**src/rtl/apb_pkg.sv**
```systemverilog
// -----------------------------------------------------------------------------
// apb_pkg
// Shared definitions for the APB requester:
//   - apb_state_e   : requester FSM encoding (IDLE = 0, SETUP = 1, ACCESS = 2)
//   - APB_BASE_ADDR : base of the APB completer window
//   - APB_ADDR_W_DEF / APB_DATA_W_DEF : width defaults taken from the
//     `addrWidth / `dataWidth macros (both default to 32 when not predefined)
// -----------------------------------------------------------------------------
`ifndef addrWidth
`define addrWidth 32
`endif
`ifndef dataWidth
`define dataWidth 32
`endif

package apb_pkg;

  typedef enum logic [1:0] {
    ST_IDLE   = 2'd0,
    ST_SETUP  = 2'd1,
    ST_ACCESS = 2'd2
  } apb_state_e;

  localparam logic [31:0] APB_BASE_ADDR  = 32'h8000_0000;
  localparam int          APB_ADDR_W_DEF = `addrWidth;
  localparam int          APB_DATA_W_DEF = `dataWidth;

endpackage

```
**src/rtl/apb_timeout_cnt.sv**
```systemverilog
// -----------------------------------------------------------------------------
// apb_timeout_cnt
// Wait-state watchdog for the ACCESS phase. Only instantiated when the
// APB_MASTER_TIMEOUT_EN macro is defined.
// Ports:
//   clk_i      : clock, posedge
//   reset_i    : synchronous active-high reset
//   clear_i    : zero the count (asserted in the cycle before ACCESS)
//   enable_i   : count this cycle (ACCESS with pready low)
//   expired_o  : this enabled cycle brings the count to LIMIT
// -----------------------------------------------------------------------------
module apb_timeout_cnt #(
  parameter int LIMIT = 255
) (
  input  logic clk_i,
  input  logic reset_i,
  input  logic clear_i,
  input  logic enable_i,
  output logic expired_o
);

  // At least 8 bits, wider if LIMIT needs it.
  localparam int CNT_W = ($clog2(LIMIT + 1) > 8) ? $clog2(LIMIT + 1) : 8;

  logic [CNT_W-1:0] cnt_q;

  always_ff @(posedge clk_i) begin
    if (reset_i || clear_i) begin
      cnt_q <= '0;
    end else if (enable_i) begin
      cnt_q <= cnt_q + 1'b1;
    end
  end

  // The count "reaches" LIMIT on the enabled cycle that would increment it
  // from LIMIT-1, so the transfer is aborted after LIMIT wait cycles.
  assign expired_o = enable_i && (cnt_q == CNT_W'(LIMIT - 1));

endmodule

```
**src/rtl/apb_master.sv**
```systemverilog
// -----------------------------------------------------------------------------
// apb_master
// APB requester: accepts one command at a time on a valid/ready port, runs a
// SETUP + ACCESS transfer on the APB bus and returns a one-cycle response.
//
// Handshake: a command transfers at a posedge where cmd_valid && cmd_ready.
// cmd_ready depends only on state (IDLE and not in reset). rsp_valid is a
// one-cycle strobe with no backpressure; it coincides with IDLE so the next
// command may be accepted in the same cycle.
//
// Optional feature macro: APB_MASTER_TIMEOUT_EN -- aborts an ACCESS phase
// that waits TIMEOUT_CYCLES cycles with pready low (rsp_err = rsp_timeout = 1).
//
// Ports:
//   clk, reset                      : clock, synchronous active-high reset
//   cmd_valid/cmd_ready/cmd_write/cmd_addr/cmd_wdata : command port
//   rsp_valid/rsp_rdata/rsp_err/rsp_timeout         : response port
//   psel/penable/pwrite/paddr/pwdata/prdata/pready/pslverr : APB bus
//   dbg_state                       : current FSM state (apb_state_e encoding)
// -----------------------------------------------------------------------------
module apb_master
  import apb_pkg::*;
#(
  parameter int ADDR_W         = APB_ADDR_W_DEF,
  parameter int DATA_W         = APB_DATA_W_DEF,
  parameter int TIMEOUT_CYCLES = 255
) (
  input  logic              clk,
  input  logic              reset,
  input  logic              cmd_valid,
  output logic              cmd_ready,
  input  logic              cmd_write,
  input  logic [ADDR_W-1:0] cmd_addr,
  input  logic [DATA_W-1:0] cmd_wdata,
  output logic              rsp_valid,
  output logic [DATA_W-1:0] rsp_rdata,
  output logic              rsp_err,
  output logic              rsp_timeout,
  output logic              psel,
  output logic              penable,
  output logic              pwrite,
  output logic [ADDR_W-1:0] paddr,
  output logic [DATA_W-1:0] pwdata,
  input  logic [DATA_W-1:0] prdata,
  input  logic              pready,
  input  logic              pslverr,
  output logic [1:0]        dbg_state
);

  apb_state_e        state_q;
  logic              psel_q;
  logic              penable_q;
  logic              pwrite_q;
  logic [ADDR_W-1:0] paddr_q;
  logic [DATA_W-1:0] pwdata_q;
  logic              rsp_valid_q;
  logic [DATA_W-1:0] rsp_rdata_q;
  logic              rsp_err_q;
  logic              rsp_timeout_q;
  logic              tmo_expired;

`ifdef APB_MASTER_TIMEOUT_EN
  logic tmo_clear;
  logic tmo_enable;

  // Clearing during SETUP leaves the count at zero on entry to ACCESS.
  assign tmo_clear  = (state_q == ST_SETUP);
  assign tmo_enable = (state_q == ST_ACCESS) && !pready;

  apb_timeout_cnt #(
    .LIMIT (TIMEOUT_CYCLES)
  ) u_timeout_cnt (
    .clk_i     (clk),
    .reset_i   (reset),
    .clear_i   (tmo_clear),
    .enable_i  (tmo_enable),
    .expired_o (tmo_expired)
  );

  assign rsp_timeout = rsp_timeout_q;
`else
  logic unused_timeout_cfg;
  assign unused_timeout_cfg = (^TIMEOUT_CYCLES) ^ rsp_timeout_q;
  assign tmo_expired        = 1'b0;
  assign rsp_timeout        = 1'b0;
`endif

  assign cmd_ready = (state_q == ST_IDLE) && !reset;

  always_ff @(posedge clk) begin
    if (reset) begin
      state_q       <= ST_IDLE;
      psel_q        <= 1'b0;
      penable_q     <= 1'b0;
      pwrite_q      <= 1'b0;
      paddr_q       <= '0;
      pwdata_q      <= '0;
      rsp_valid_q   <= 1'b0;
      rsp_rdata_q   <= '0;
      rsp_err_q     <= 1'b0;
      rsp_timeout_q <= 1'b0;
    end else begin
      rsp_valid_q <= 1'b0;
      case (state_q)
        ST_IDLE: begin
          // cmd_ready is 1 here, so cmd_valid alone means acceptance.
          if (cmd_valid) begin
            paddr_q  <= cmd_addr;
            pwdata_q <= cmd_wdata;
            pwrite_q <= cmd_write;
            psel_q   <= 1'b1;
            state_q  <= ST_SETUP;
          end
        end
        ST_SETUP: begin
          penable_q <= 1'b1;
          state_q   <= ST_ACCESS;
        end
        ST_ACCESS: begin
          // pready wins over a watchdog expiry in the same cycle.
          if (pready) begin
            psel_q        <= 1'b0;
            penable_q     <= 1'b0;
            rsp_valid_q   <= 1'b1;
            rsp_rdata_q   <= pwrite_q ? '0 : prdata;
            rsp_err_q     <= pslverr;
            rsp_timeout_q <= 1'b0;
            state_q       <= ST_IDLE;
          end else if (tmo_expired) begin
            psel_q        <= 1'b0;
            penable_q     <= 1'b0;
            rsp_valid_q   <= 1'b1;
            rsp_rdata_q   <= '0;
            rsp_err_q     <= 1'b1;
            rsp_timeout_q <= 1'b1;
            state_q       <= ST_IDLE;
          end
        end
        default: begin
          psel_q    <= 1'b0;
          penable_q <= 1'b0;
          state_q   <= ST_IDLE;
        end
      endcase
    end
  end

  assign psel      = psel_q;
  assign penable   = penable_q;
  assign pwrite    = pwrite_q;
  assign paddr     = paddr_q;
  assign pwdata    = pwdata_q;
  assign rsp_valid = rsp_valid_q;
  assign rsp_rdata = rsp_rdata_q;
  assign rsp_err   = rsp_err_q;
  assign dbg_state = state_q;

endmodule

```
**config.mk**
```make
export PLATFORM = sky130hd
export DESIGN_NAME = apb_master
export DESIGN_NICKNAME = d
export VERILOG_FILES = /design/src/rtl/apb_pkg.sv /design/src/rtl/apb_timeout_cnt.sv /design/src/rtl/apb_master.sv
export SDC_FILE = /design/constraint.sdc
export NUM_CORES = 1
export LEC_CHECK = 0
export CAP_MARGIN = 40
export CORE_ASPECT_RATIO = 0.75
export CORE_MARGIN = 2
export CORE_UTILIZATION = 38
export CTS_CLUSTER_SIZE = 16
export DETAILED_ROUTE_END_ITERATION = 7
export PLACE_DENSITY_LB_ADDON = 0.25
export SKIP_LAST_GASP = 1
export SLEW_MARGIN = 5
export SYNTH_ARGS = -nofsm -noshare
export SYNTH_HDL_FRONTEND = slang
export SYNTH_SLANG_ARGS = --single-unit
```
**constraint.sdc**
```tcl
create_clock -name clk -period 1.2 [get_ports clk]
set_input_delay 0.24 -clock clk [delete_from_list [all_inputs] [get_ports clk]]
set_output_delay 0.24 -clock clk [all_outputs]
set_load 0.02 [all_outputs]
```
==> results of run 1 <==
-- worst paths after layout --
kind                                                start                       to  slack, ps  cells past startpoint
worst max-delay path            dbg_state[1]$_SDFFE_PP0P_   paddr[20]$_SDFFE_PP0P_       -140                      5
worst min-delay path                         cmd_addr[13]   paddr[13]$_SDFFE_PP0P_        460                      3
worst max register to register  dbg_state[1]$_SDFFE_PP0P_   paddr[20]$_SDFFE_PP0P_       -140                      5
worst min register to register    pwdata[12]$_SDFFE_PP0P_  pwdata[12]$_SDFFE_PP0P_        470                      2
-- synth_stat cells --
cell and n:
inv_1 1, nand2b_1 166, and3b_1 1, buf_2 4
dfxtp_1 103, nor3_1 2, o21a_1 1, conb_1 1
o2bb2ai_1 1, buf_4 6, and2_1 2, clkbuf_1 25
mux2i_1 98, a21oi_1 1, or3b_2 1, nor3b_2 1
buf_6 2, or3b_1 32, nor2_1 1
-- cell families (layout without fill, tap and decap cells) --
kind of cell / count (synthesis) / in the layout / synth area share [%]
AND/OR/NAND/NOR: 206 / 206 / 29.7
flip-flops: 103 / 103 / 44.6
multiplexers: 98 / 98 / 21.2
buffers and inverters: 38 / 252 / 4.00
AO/OA/AOI/OAI: 3 / 3 / 0.460
other: 1 / 1 / 0.0810
-- power by group --
part / internal [W] / switching [W] / total [W]
Combinational: 0.000883 / 0.000747 / 0.00163
Clock: 0.00162 / 0.00129 / 0.00291
Sequential: 0.00361 / 0.000107 / 0.00372
Total: 0.00612 / 0.00215 / 0.00826
-- layout make-up --
class	count	area, µm²
flip-flops and latches	103	2070
repair buffers	235	1960
clock inverters	5	58.8
inverters	1	3.75
multi-input cells	308	2400
clock buffers	11	233
fillers	1045	4810
well taps	162	203
-- what timing repair did --
| item | in CTS | in global routing |
|---|---|---|
| endpoints found under the setup margin | 202 | 134 |
| pin swaps | 0 | 2 |
| buffers inserted | 6 | 1 |
| resized for setup | 396 | 40 |
| cloned | 3 | 1 |
-- per-stage QoR --
step / power, W / std cells
after global routing: 0.00862 / 825
after floorplan: 0.00464 / 449
after CTS: 0.00840 / 826
after global placement: 0.00554 / 801
final: 0.00826 / 825
after detailed placement: 0.00557 / 801
-- worst min-delay path: stages --
cell and delay [ps]:
clkdlybuf4s50_1 390, nand2b_1 60, mux2i_1 60
-- sequential cells by signal (all words and copies together) (netlist names) --
register	cells
paddr	32
pwdata	32
rsp_rdata	32
dbg_state	2
penable	1
psel	1
pwrite	1
rsp_err	1
rsp_valid	1
-- layer usage --
metal	global-route usage [%]	vias up
met5	0	-
met4	6.27	0
met3	6.01	16
met2	30.4	142
met1	24.8	1742
li1	-	1887
==> qor.csv, run 1 <==
stage,metric,value,unit
sta,whs,458,ps
placed_design,port_buffers,205,
critical_path,path_buf_inv,3,
clock_network,cts_tree,done,
pwr,p_leak,2.97,nW
global_route,grt-ovfl-total,0,
critical_path,crit_family,buffers and inverters,
cells_and_area,layout-drive-gt1-share,24.0,%
yosys,yosysWarnings,0,
global_route,grt_max_degree,68,
routing,via_count,3787,
sta,finalSetupTns,-8930,ps
run_status,outcome,"finished, violations left",
placed_design,place_ws,-381,ps
clock_network,path_clk_slew,70,ps
sta,fmax,0.745,GHz
placed_design,dpl-instance-area,6990,µm²
run_status,failed_checks,setup timing,
routing,drt_first_pass_iters,4,
routing,drt_wl_total,12.2,mm
pwr,irDropWorstVdd,0.724,mV
yosys,syn_area_per_cell,10.3,µm²
die,start_util,39.4,%
critical_path,path_common_cell,buf_12,
routing,ant_nets,0,
critical_path,path_class,reg2reg,
clock_network,root_buffer,clkbuf_16,
critical_path,path_cells,buf_12 > nor3b_4 > buf_12 > buf_12 > mux2i_1,
yosys,synth_top_area_cell,dfxtp_1,
worst_hold_path,hold_path.class,in2reg,
cells_and_area,diodes,0,
global_route,grt_pass1_vias,3949,
clock_network,numCtsBuffers,9,
sta,hold_viol_final,0,
yosys,yosys-top-cells-area,"dfxtp_1, nand2b_1, mux2i_1",
clock_network,clockBufferDepth,2,
sta,finalMaxSlewViolations,0,
sta,post-route-min-period,1340,ps
cells_and_area,final_area,6930,µm²
global_route,antenna_found_initial,0,
routing,top_layer,met4,
yosys,synthCells,449,
die,dieArea,13100,µm²
critical_path,cp_slowest_stage_delay,340,ps
routing,wl_met1,5.80,mm
clock_network,cts_max_level,3,
sta,rsz0062_at_grt,true,
die,num_io_pins,207,
critical_path,critPathRequiredTime,1470,ps
routing,drt_iter0_markers,110,
die,die_h,99.6,µm
cells_and_area,most-common-layout-cells,"nand2b_1, clkdlybuf4s50_1, buf_2, dfxtp_1, mux2i_1",
cells_and_area,layout_commonest_cell,nand2b_1,
placed_design,place.detailed.hpwl,8.52,mm
clock_network,clk_latency,350,ps
critical_path,crit_path_max_fanout,15,
global_route,track_usage,19.1,%
routing,routed-wl-met2,5.37,mm
job,cap_violations,0,
routing,wl_per_cell,14.8,µm
global_route,grt_first_pass_wirelength,20.2,mm
clock_network,holdBufCountCts,0,
sta,setup_ws,-142,ps
critical_path,startpoint_type,flip-flop,
sta,clock_skew,9.34,ps
routing,met3WireLength,881,µm
sta,finalCritPeriodShare,112,%
cells_and_area,final_util,59.0,%
critical_path,crit_slowest_cell,dfxtp_2,
die,coreArea,11700,µm²
pwr,p_per_area,1190,nW/µm²
placed_design,gp_congestion,0.739,
routing,viasPerCell,4.59,
yosys,netlist.area_leader.share,44.6,%
routing,drcViolationCount,0,
die,row_count,34,
clock_network,cts_sinks,103,
critical_path,worst_setup_path_end_kind,flip-flop,
sta,setup_violations,98,
cells_and_area,num-nets-final,760,
yosys,ys_ff_latch,103,
yosys,synth_cell_types,19,
yosys,synthesis.nets,551,
yosys,synth_area,4630,µm²
yosys,yosysSeqAreaShare,44.6,%
cells_and_area,area_growth,49.7,%
die,die_w,131,µm
critical_path,worst_ep_arrival_time,1610,ps
(Power assumes the default switching activity.)
==> inputs of run 2 (changes only) <==
--- a/config.mk
+++ b/config.mk
@@ -9,6 +9,7 @@
 export CORE_ASPECT_RATIO = 0.75
 export CORE_MARGIN = 2
 export CORE_UTILIZATION = 38
+export CTS_BUF_LIST = sky130_fd_sc_hd__clkbuf_8 sky130_fd_sc_hd__clkbuf_16
 export CTS_CLUSTER_SIZE = 16
 export DETAILED_ROUTE_END_ITERATION = 7
 export PLACE_DENSITY_LB_ADDON = 0.25
==> run 2 against run 1 <==
Net effect:
- global-route usage shrank 0.066 points
- clock skew is essentially flat
- highest routed layer unchanged
- critical path type unchanged
- the flow still finishes with violations (setup timing)
- critical endpoint unchanged
- setup slack is essentially flat
- register-to-register slack is essentially flat
- count of clock-buffer cells in the layout shrank 2
==> qor.csv, run 2 (synthesis gave the netlist of run 1 again) <==
stage,metric,value,unit,change
run_status,outcome,"finished, violations left",,
run_status,failed_checks,setup timing,,
sta,whs,458,ps,+0.287 ps
pwr,p_per_area,1190,nW/µm²,-0.14%
cells_and_area,layout-drive-gt1-share,23.9,%,-0.11 points
sta,fmax,0.745,GHz,about the same
placed_design,dp.cells,801,,unchanged
clock_network,numCtsBuffers,9,,unchanged
critical_path,worst_ep_arrival_time,1610,ps,about the same
placed_design,place.detailed.hpwl,8.52,mm,unchanged
critical_path,startpoint_type,flip-flop,,
worst_hold_path,hold_path.class,in2reg,,
routing,via_count,3796,,+0.24%
clock_network,path_clk_slew,70,ps,about the same
critical_path,crit_path_max_fanout,15,,unchanged
clock_network,cts_tree,done,,
die,num_io_pins,207,,unchanged
cells_and_area,layout_commonest_cell,nand2b_1,,
job,cap_violations,0,,unchanged
cells_and_area,diodes,0,,unchanged
placed_design,place_ws,-381,ps,unchanged
routing,drt_iter0_markers,129,,+17%
die,start_util,39.4,%,unchanged
placed_design,gp_congestion,0.739,,unchanged
pwr,irDropWorstVdd,0.726,mV,+0.33%
die,die_w,131,µm,unchanged
cells_and_area,most-common-layout-cells,"nand2b_1, clkdlybuf4s50_1, buf_2, dfxtp_1, mux2i_1",,
sta,post-route-min-period,1340,ps,-0.202 ps
die,die_h,99.6,µm,unchanged
critical_path,critPathRequiredTime,1470,ps,about the same
die,coreArea,11700,µm²,unchanged
global_route,antenna_found_initial,0,,unchanged
pwr,p_leak,2.97,nW,+0.23%
critical_path,path_class,reg2reg,,
global_route,grt-ovfl-total,0,,unchanged
placed_design,port_buffers,205,,unchanged
routing,drt_wl_total,12.3,mm,+0.19%
sta,clock_skew,9.46,ps,+0.123 ps
cells_and_area,num-nets-final,759,,-0.13%
routing,ant_nets,0,,unchanged
clock_network,clk_latency,350,ps,about the same
clock_network,root_buffer,clkbuf_16,,
routing,viasPerCell,4.61,,+0.36%
sta,finalMaxSlewViolations,0,,unchanged
sta,rsz0062_at_grt,true,,
routing,drcViolationCount,0,,unchanged
sta,setup_ws,-142,ps,+0.202 ps
die,row_count,34,,unchanged
sta,hold_viol_final,0,,unchanged
cells_and_area,final_util,59.0,%,about the same
die,dieArea,13100,µm²,unchanged
cells_and_area,fill_cells,1056,,+1.1%
clock_network,clockBufferDepth,2,,unchanged
routing,drt_first_pass_iters,4,,unchanged
global_route,grt_pass1_vias,3945,,-0.10%
global_route,grt_max_degree,68,,unchanged
sta,finalCritPeriodShare,112,%,about the same
clock_network,cts_sinks,103,,unchanged
routing,wl_per_cell,14.9,µm,+0.31%
critical_path,worst_setup_path_end_kind,flip-flop,,
global_route,grt_first_pass_wirelength,20.1,mm,-0.45%
cells_and_area,final-instance-count-excl-fill,824,,-0.12%
cells_and_area,area_growth,49.8,%,about the same
clock_network,cts_max_level,3,,unchanged
clock_network,holdBufCountCts,0,,unchanged
global_route,track_usage,19.1,%,-0.066 points
sta,setup_violations,97,,-1.0%
[run 2: metal layers]
layer | part of all wire [%] | track usage (%) | up-vias | wire [µm]
li1 | - | - | 1888 | -
met1 | 48 | 24.8 | 1753 | 5830
met2 | 44 | 30.2 | 140 | 5370
met3 | 7.1 | 6.01 | 15 | 872
met4 | 1.6 | 6.27 | 0 | 195
met5 | 0 | 0 | - | 0
[run 2: critical path, cell delays in order, from the launching register on]
cell     delay (ps)
dfxtp_2         340
buf_12          130
nor3b_4         220
buf_12          180
buf_12          170
mux2i_1         210
[run 2: cell type report]
class | count | area [µm²] | share of cell area, %
multi-input combinational | 308 | 2400 | 34.7
sequential | 103 | 2070 | 29.8
timing repair buffer | 234 | 1960 | 28.3
clock buffer | 9 | 225 | 3.25
tap | 162 | 203 | 2.92
clock inverter | 7 | 66.3 | 0.957
inverter | 1 | 3.75 | 0.0541
[run 2: power by group]
group	leakage [nW]	total [W]	internal, W	switching, W
Clock	0.144	0.00291	0.00160	0.00130
Sequential	0.844	0.00372	0.00361	0.000107
Combinational	1.99	0.00163	0.000883	0.000747
Total	2.97	0.00825	0.00610	0.00216
[run 2: through the flow]
stage | area (µm²) | setup TNS (ps) | total power (W)
finish | 6930 | -9120 | 0.00825
floorplan | 4660 | -583 | 0.00464
detailed placement | 6990 | -30240 | 0.00557
CTS | 7060 | -8840 | 0.00837
global placement | 6990 | -27880 | 0.00554
global route | 6930 | -15520 | 0.00860
[run 2: worst paths after layout]
check / cells past startpoint / start / endpoint / slack (ps)
worst min register to register: 2 / pwdata[28]$_SDFFE_PP0P_ / pwdata[28]$_SDFFE_PP0P_ / 470
worst max-delay path: 5 / dbg_state[1]$_SDFFE_PP0P_ / paddr[20]$_SDFFE_PP0P_ / -140
worst max register to register: 5 / dbg_state[1]$_SDFFE_PP0P_ / paddr[20]$_SDFFE_PP0P_ / -140
worst min-delay path: 3 / cmd_addr[13] / paddr[13]$_SDFFE_PP0P_ / 460
[run 2: repair_timing]
action                                  4_1_cts  5_1_grt
setup buffers                                 3        2
cloned                                        2        2
endpoints found under the setup margin      202      134
resized for setup                           394       38
hold endpoints to repair                      0        0
pin swaps                                     0        1
==> inputs of run 3 (changes only) <==
--- a/config.mk
+++ b/config.mk
@@ -5,7 +5,6 @@
 export SDC_FILE = /design/constraint.sdc
 export NUM_CORES = 1
 export LEC_CHECK = 0
-export CAP_MARGIN = 40
 export CORE_ASPECT_RATIO = 0.75
 export CORE_MARGIN = 2
 export CORE_UTILIZATION = 38
==> results of run 3 <==
Final layout, timing and power as in run 2 (identical DEF).
